### config.mk
export PLATFORM = sky130hd
export DESIGN_NAME = rx_frame_writer
export DESIGN_NICKNAME = d
export VERILOG_FILES = /design/src/rtl/hp2vga_pkg.sv /design/src/rtl/sync_edge.sv /design/src/rtl/rx_frame_writer.sv
export SDC_FILE = /design/constraint.sdc
export NUM_CORES = 1
export LEC_CHECK = 0
export ABC_AREA = 1
export CAP_MARGIN = 10
export CORE_MARGIN = 4
export CORE_UTILIZATION = 35
export DETAILED_ROUTE_END_ITERATION = 7
export HOLD_SLACK_MARGIN = 0.02
export SLEW_MARGIN = 20
export SYNTH_ARGS = -nofsm -noshare
export SYNTH_HDL_FRONTEND = slang
export SYNTH_SLANG_ARGS = --single-unit
### constraint.sdc
create_clock -name i_clk -period 2.6 [get_ports i_clk]
set_input_delay 0.26 -clock i_clk [delete_from_list [all_inputs] [get_ports i_clk]]
set_output_delay 0.26 -clock i_clk [all_outputs]
set_load 0.02 [all_outputs]
### src/rtl/hp2vga_pkg.sv
// Shared types and widths for the HP-instrument capture path feeding the VGA TX stage.
package hp2vga_pkg;

  localparam int BRAM_AW = 14;
  localparam int PIX_W   = 8;

  typedef enum logic [2:0] {
    WAIT_VS,
    WAIT_HS,
    H_DELAY,
    ACTIVE,
    LINE_END
  } state_e;

  // Counter width able to hold 0..n-1, never narrower than one bit.
  function automatic int cnt_w(input int n);
    return (n < 2) ? 1 : $clog2(n);
  endfunction

endpackage

### src/rtl/sync_edge.sv
// Two-flop synchroniser for one asynchronous HP input, plus a leading-edge detector
// that honours the configured active level.
module sync_edge #(
  parameter logic SYNC_POL = 1'b1
) (
  input  logic i_clk,
  input  logic i_reset,
  input  logic i_async,
  output logic o_level,
  output logic o_rise
);

  logic r_meta;
  logic r_sync;
  logic r_prev;
  logic w_active;

  assign w_active = (r_sync == SYNC_POL);

  // NOTE: sequential state uses non-blocking assignments so every flop samples pre-edge values.
  always_ff @(posedge i_clk) begin
    if (i_reset) begin
      r_meta <= 1'b0;
      r_sync <= 1'b0;
      // Match the cleared synchroniser so leaving reset never looks like an edge.
      r_prev <= (1'b0 == SYNC_POL);
    end else begin
      r_meta <= i_async;
      r_sync <= r_meta;
      r_prev <= w_active;
    end
  end

  assign o_level = w_active;
  assign o_rise  = w_active & ~r_prev;

endmodule

### src/rtl/rx_frame_writer.sv
// Captures the HP instrument's 1-bit video into the frame BRAM, one grey byte per source
// pixel, row-major from address 0, and emits the frame-start pulse that locks the VGA TX.
module rx_frame_writer
  import hp2vga_pkg::*;
#(
  parameter int               H_PIXELS   = 128,
  parameter int               V_LINES    = 120,
  parameter int               H_OFFSET   = 40,
  parameter int               SAMPLE_DIV = 4,
  parameter int               V_OFFSET   = 2,
  parameter logic [PIX_W-1:0] FG_LEVEL   = 8'hFF,
  parameter logic [PIX_W-1:0] BG_LEVEL   = 8'h00,
  parameter logic             SYNC_POL   = 1'b1
) (
  input  logic               i_clk,
  input  logic               i_reset,
  input  logic               i_enable,
  input  logic               i_hp_video,
  input  logic               i_hp_hsync,
  input  logic               i_hp_vsync,
  output logic [BRAM_AW-1:0] o_bram_addr,
  output logic [PIX_W-1:0]   o_bram_din,
  output logic               o_bram_we,
  output logic               o_vga_sync,
  output logic               o_frame_done,
  output logic               o_locked
);

  localparam int PCW = cnt_w(H_PIXELS);
  localparam int OCW = cnt_w(V_OFFSET + 1);
  localparam int SCW = cnt_w(V_LINES + 1);
  localparam int CCW = cnt_w(H_OFFSET);
  localparam int DCW = cnt_w(SAMPLE_DIV);

  logic w_video, w_video_rise_unused, w_hs_rise, w_vs_rise, w_hs_level_unused, w_vs_level_unused;

  sync_edge #(.SYNC_POL(1'b1)) u_sync_video (
    .i_clk(i_clk), .i_reset(i_reset), .i_async(i_hp_video),
    .o_level(w_video), .o_rise(w_video_rise_unused)
  );
  sync_edge #(.SYNC_POL(SYNC_POL)) u_sync_hsync (
    .i_clk(i_clk), .i_reset(i_reset), .i_async(i_hp_hsync),
    .o_level(w_hs_level_unused), .o_rise(w_hs_rise)
  );
  sync_edge #(.SYNC_POL(SYNC_POL)) u_sync_vsync (
    .i_clk(i_clk), .i_reset(i_reset), .i_async(i_hp_vsync),
    .o_level(w_vs_level_unused), .o_rise(w_vs_rise)
  );

  state_e             r_state, w_state_nx;
  logic [OCW-1:0]     r_line_cnt, w_line_cnt_nx;
  logic [SCW-1:0]     r_stored, w_stored_nx;
  logic [CCW-1:0]     r_cyc, w_cyc_nx;
  logic [PCW-1:0]     r_pix_cnt, w_pix_cnt_nx;
  logic [DCW-1:0]     r_div, w_div_nx;
  logic [BRAM_AW-1:0] r_addr, w_addr_nx;
  logic [PIX_W-1:0]   r_din, w_din_nx;
  logic [1:0]         r_lock_cnt, w_lock_cnt_nx;
  logic               r_we, w_we_nx, r_vga_sync, w_vga_sync_nx, r_frame_done, w_frame_done_nx;
  logic               w_end_line, w_last_line;
  logic [SCW-1:0]     w_lines_inc;
  logic [BRAM_AW-1:0] w_line_base;

  assign w_lines_inc = r_stored + 1'b1;
  assign w_last_line = (int'(w_lines_inc) == V_LINES);
  assign w_line_base = BRAM_AW'(int'(w_lines_inc) * H_PIXELS);

  // NOTE: every combinational output gets a default first, so no path can infer a latch.
  always_comb begin
    w_state_nx      = r_state;
    w_line_cnt_nx   = r_line_cnt;
    w_stored_nx     = r_stored;
    w_cyc_nx        = r_cyc;
    w_pix_cnt_nx    = r_pix_cnt;
    w_div_nx        = r_div;
    w_addr_nx       = r_addr;
    w_din_nx        = r_din;
    w_lock_cnt_nx   = r_lock_cnt;
    w_we_nx         = 1'b0;
    w_vga_sync_nx   = 1'b0;
    w_frame_done_nx = 1'b0;
    w_end_line      = 1'b0;

    if (!i_enable) begin
      // Full freeze: a pending strobe is held and replayed once enable returns.
      w_we_nx         = r_we;
      w_vga_sync_nx   = r_vga_sync;
      w_frame_done_nx = r_frame_done;
    end else if (w_vs_rise) begin
      if (r_state != WAIT_VS) w_lock_cnt_nx = 2'd0;
      w_vga_sync_nx = 1'b1;
      w_addr_nx     = '0;
      w_line_cnt_nx = '0;
      w_stored_nx   = '0;
      w_state_nx    = WAIT_HS;
    end else begin
      if (r_we && r_state == ACTIVE) w_addr_nx = r_addr + 1'b1;
      case (r_state)
        WAIT_VS: ;
        WAIT_HS: begin
          if (w_hs_rise) begin
            if (int'(r_line_cnt) < V_OFFSET) begin
              w_line_cnt_nx = r_line_cnt + 1'b1;
            end else begin
              w_state_nx = H_DELAY;
              w_cyc_nx   = '0;
            end
          end
        end
        H_DELAY: begin
          if (w_hs_rise) begin
            w_end_line = 1'b1;
          end else if (int'(r_cyc) == H_OFFSET - 1) begin
            w_state_nx   = ACTIVE;
            w_pix_cnt_nx = '0;
            w_div_nx     = '0;
          end else begin
            w_cyc_nx = r_cyc + 1'b1;
          end
        end
        ACTIVE: begin
          if (w_hs_rise) begin
            w_end_line = 1'b1;
          end else begin
            if (int'(r_div) == SAMPLE_DIV / 2) begin
              w_we_nx      = 1'b1;
              w_din_nx     = w_video ? FG_LEVEL : BG_LEVEL;
              w_pix_cnt_nx = r_pix_cnt + 1'b1;
              if (int'(r_pix_cnt) == H_PIXELS - 1) w_state_nx = LINE_END;
            end
            w_div_nx = (int'(r_div) == SAMPLE_DIV - 1) ? '0 : r_div + 1'b1;
          end
        end
        LINE_END: w_end_line = 1'b1;
        default:  w_state_nx = WAIT_VS;
      endcase

      // A truncated line still counts as stored; the next line starts on its own row.
      if (w_end_line) begin
        w_stored_nx = w_lines_inc;
        if (w_last_line) begin
          w_frame_done_nx = 1'b1;
          w_state_nx      = WAIT_VS;
          if (r_lock_cnt != 2'd2) w_lock_cnt_nx = r_lock_cnt + 1'b1;
        end else begin
          w_addr_nx  = w_line_base;
          w_state_nx = (r_state == LINE_END) ? WAIT_HS : H_DELAY;
          w_cyc_nx   = '0;
        end
      end
    end
  end

  always_ff @(posedge i_clk) begin
    if (i_reset) begin
      r_state      <= WAIT_VS;
      r_line_cnt   <= '0;
      r_stored     <= '0;
      r_cyc        <= '0;
      r_pix_cnt    <= '0;
      r_div        <= '0;
      r_addr       <= '0;
      r_din        <= '0;
      r_lock_cnt   <= 2'd0;
      r_we         <= 1'b0;
      r_vga_sync   <= 1'b0;
      r_frame_done <= 1'b0;
    end else begin
      r_state      <= w_state_nx;
      r_line_cnt   <= w_line_cnt_nx;
      r_stored     <= w_stored_nx;
      r_cyc        <= w_cyc_nx;
      r_pix_cnt    <= w_pix_cnt_nx;
      r_div        <= w_div_nx;
      r_addr       <= w_addr_nx;
      r_din        <= w_din_nx;
      r_lock_cnt   <= w_lock_cnt_nx;
      r_we         <= w_we_nx;
      r_vga_sync   <= w_vga_sync_nx;
      r_frame_done <= w_frame_done_nx;
    end
  end

  assign o_bram_addr  = r_addr;
  assign o_bram_din   = r_din;
  assign o_bram_we    = r_we & i_enable;
  assign o_vga_sync   = r_vga_sync & i_enable;
  assign o_frame_done = r_frame_done & i_enable;
  assign o_locked     = (r_lock_cnt == 2'd2);

endmodule
==> metrics.md <==
| Metric | Value |
|---|---|
| Period utilization | between 70% and 80% |
| Vias in the first global route | between 2,000 and 3,000 |
| Vias | approximately 3,000 |
| Area growth from synthesis to layout | 13.48% |
| Hold buffers post-CTS | 0 |
| Ys flop type | dfxtp_1 |
| Leak pwr | approximately 0.0015 µW |
| R2R Path Start | r_stored[0]$_SDFFE_PP0P_ |
| Initial antenna violation count | 0 |
| Initial Utilization | 36.62% |
| Max clock buf depth | 2 |
| CTS Buf Count | 5 |
| Post-Syn Instances | between 400 and 500 |
| Multi-input gate area | roughly 1800 µm² |
| Worst r2r dst | o_bram_addr[4]$_SDFFE_PP0P_ |
| Status | complete, no violations |
| DR WL/cell | 12.47 µm |
| CTS Root Cell | clkbuf_8 |
| Post-CTS sizing | 0 |
| Setup bufs post-CTS | 0 |
| Total GRT Usage | 14.03% |
| Via density | ~5 |
| WHS Path Cells | 2 |
| FILL cells | 950 |
| Worst IR Drop VDD | 0.2134 mV |
| FFs w/ async S/R, synth | 0% |
| Setup slack, reg-to-reg | 660 ps |
| Crit path from | i_enable |
| Synth warn | 0 |
| Setup_tns | 0 ps |
| Finish-stage setup viols | 0 |
| Crit-path max cell delay | 740 ps |
| Final Total Pwr | 1838 µW |
| Diode count | 0 |
| Clk pin slew, worst setup/hold paths | roughly 110 ps |
| Clock sink total | 55 |
| Slew @ Worst Pin | slightly above 700 ps |
| Iter 0 DRT Violations | 172 |
| Die ar. | 10,860 µm² |
| CP cell instances | clkdlybuf4s50_1 > nand2_1 > inv_1 > clkdlybuf4s50_1 |
| Min Tclk post-route | about 2100 ps |
| Core area | roughly 8800 µm² |
| Critical Path RT | between 2000 and 2500 ps |
| Reg2Reg Depth | 9 |
| First-pass DRT Iterations | 4 |
| Fin nets | slightly above 500 |
| Crit-path slowest cell | clkdlybuf4s50_1 |
| Synthesized cell area | around 3200 µm² |
| Placer Congestion | approximately 0.84 |
| Top cells by area, synth | dfxtp_1 (34%), nand2_1 (15%), inv_1 (6.1%), nor2_1 (5.7%), nand3_1 (4.5%) |
| GRT overflow | 0 |
| Worst slew margin | between 50% and 60% |
| Synth top area share | approximately a third |
| Synthesized area per cell | slightly below 7 µm² |
| Netlist cell types | 38 |
| Cell repeated most along the worst path | clkdlybuf4s50_1 |
| Synthesized Nets | just under 500 |
| Post-DP HPWL | roughly 5500 µm |
| Die X-Extent | approximately 100 µm |
| IO Pins | 32 |
| Pre-CTS worst setup slack | 469.9 ps |
| Pwr dens | between 400 and 500 nW/µm² |
| ANT nets after route | 0 |
| Worst Hold Class | flop to flop |
| Chip height | around 100 µm |
| Worst setup path endpoint | o_frame_done |
| Top fanout value on the critical path | 9 |
| RSZ-0062 raised after global routing | no |
| Fin Hold WS | slightly below 400 ps |
| Maximum number of pins on one net before global-route repair | 27 |
| Cell Rows | 34 |
| CP endpoint kind | output port |
| Register Area | 1101 µm² |
| H-tree depth | 2 |
| Critical Path AT | approximately 1800 ps |
| Post-synth EDFFs | 0 |
| Layout cells sized above 1 | a little under a tenth |
| CTS tree | done |
| Synth Register Bits | 55 |
| Final wirelength | ~7500 µm |
| Sequential-to-total area share from yosys stat | approximately a third |
| Number of remaining DRC errors | 0 |
| Slew Limit Fails | 0 |
| Dominant cell type by area after synthesis | dfxtp_1 |
| Final hold violation count | 0 |
| Max frequency | between 400 and 500 MHz |
| Worst setup margin | approximately 530 ps |
| Layout Skew | 12.83 ps |
| First-pass GRT wire length | roughly 13,000 µm |
| Worst-skew pair later-pin latency | 310 ps |
| # port buffers | 31 |
| Kind of critical path | primary input to output port |
| Critical Path Source Type | primary input |
| # Max-Cap Violations | 0 |
==> Yosys cell counts (6+ instances only) <==
master,instances
xor2_1,9
xnor2_1,6
o21ai_0,19
nand3_1,29
nand4_1,10
nand2_2,6
dfxtp_1,55
buf_4,9
o22ai_1,8
inv_2,7
a21oi_1,22
ha_1,7
nand2_1,127
inv_1,53
nor2_1,49
nor3_1,6
==> power breakdown <==
part,internal [µW],total (µW),switching (µW),leakage [µW]
clock,219,511,292,0.0000484
sequential,877,925,48.2,0.000445
combinational,136,401,265,0.000967
==> state kept, by name, indices dropped and copies added, names as in the netlist <==
register              cells
u_sync_hsync.r_prev       1
r_frame_done              1
r_state                   3
u_sync_hsync.o_level      1
o_bram_addr              14
u_sync_vsync.o_level      1
o_bram_din                1
u_sync_vsync.r_prev       1
u_sync_video.o_level      1
r_stored                  7
u_sync_vsync.r_meta       1
r_vga_sync                1
r_we                      1
r_line_cnt                2
r_pix_cnt                 7
r_div                     2
r_cyc                     6
u_sync_video.r_meta       1
u_sync_hsync.r_meta       1
r_lock_cnt                2
==> cell families after synthesis <==
group	after synthesis	synth area share, %
xor+xnor	15	4.054
simple gates	251	36.95
flops	55	33.98
fa+ha+maj	7	2.703
buf+inv	78	10.62
compound gates	66	11.70
==> worst min-delay path by stage <==
stage / start / end / slack [ps]
after floorplan: i_hp_hsync / u_sync_hsync.r_meta$_SDFF_PP0_ / 370
after global placement: u_sync_video.r_meta$_SDFF_PP0_ / u_sync_video.o_level$_SDFF_PP0_ / 400
after detailed placement: u_sync_video.r_meta$_SDFF_PP0_ / u_sync_video.o_level$_SDFF_PP0_ / 400
after CTS: u_sync_video.r_meta$_SDFF_PP0_ / u_sync_video.o_level$_SDFF_PP0_ / 410
after global routing: u_sync_vsync.r_meta$_SDFF_PP0_ / u_sync_vsync.o_level$_SDFF_PP0_ / 420
final: u_sync_video.r_meta$_SDFF_PP0_ / u_sync_video.o_level$_SDFF_PP0_ / 400
==> routing by layer <==
| metal | vias to the layer above | GRT usage (%) | share of wire (%) |
|---|---|---|---|
| met5 | - | 0 | 0 |
| met4 | 0 | 3.039 | 0.62 |
| met3 | 4 | 2.607 | 2.8 |
| met2 | 43 | 21.87 | 45 |
| met1 | 1398 | 20.14 | 51 |
| li1 | 1557 | - | - |
==> placed cells by master (no fill, tap or decap), drive strengths merged <==
cell / count
nand2: 136
inv: 60
nor2: 58
dfxtp: 55
nand3: 32
clkdlybuf4s50: 31
o21ai: 25
a21oi: 23
nand4: 11
xor2: 9
nor3: 9
o22ai: 8
ha: 7
clkbuf: 7
xnor2: 6
nand3b: 4
o211ai: 2
a31oi: 2
o2111ai: 2
buf: 2
o21bai: 1
o31ai: 1
o211a: 1
or2: 1
o21a: 1
clkinv: 1
==> worst max-delay path, delay by kind of cell <==
kind / cells / cell delay (ps)
and+or+nand+nor: 1 / 130
buffers and inverters: 3 / 1410
==> stage by stage <==
step                cell area [µm²]  std cells  util [%]
detailed placement             3582        595     40.48
global placement               3582        595     40.48
global route                   3677        603     41.56
CTS                            3677        603     41.56
floorplan                      3241        472         -
finish                         3677        603     41.56
==> layout make-up <==
cell class / instances / share of cell area, %
Clock buffer: 7 / 2.348
Clock inverter: 1 / 0.2382
Inverter: 60 / 6.125
Multi-Input combinational cell: 339 / 48.83
Sequential cell: 55 / 29.94
Tap cell: 108 / 3.675
Timing Repair Buffer: 33 / 8.847
(Power assumes the default switching activity.)
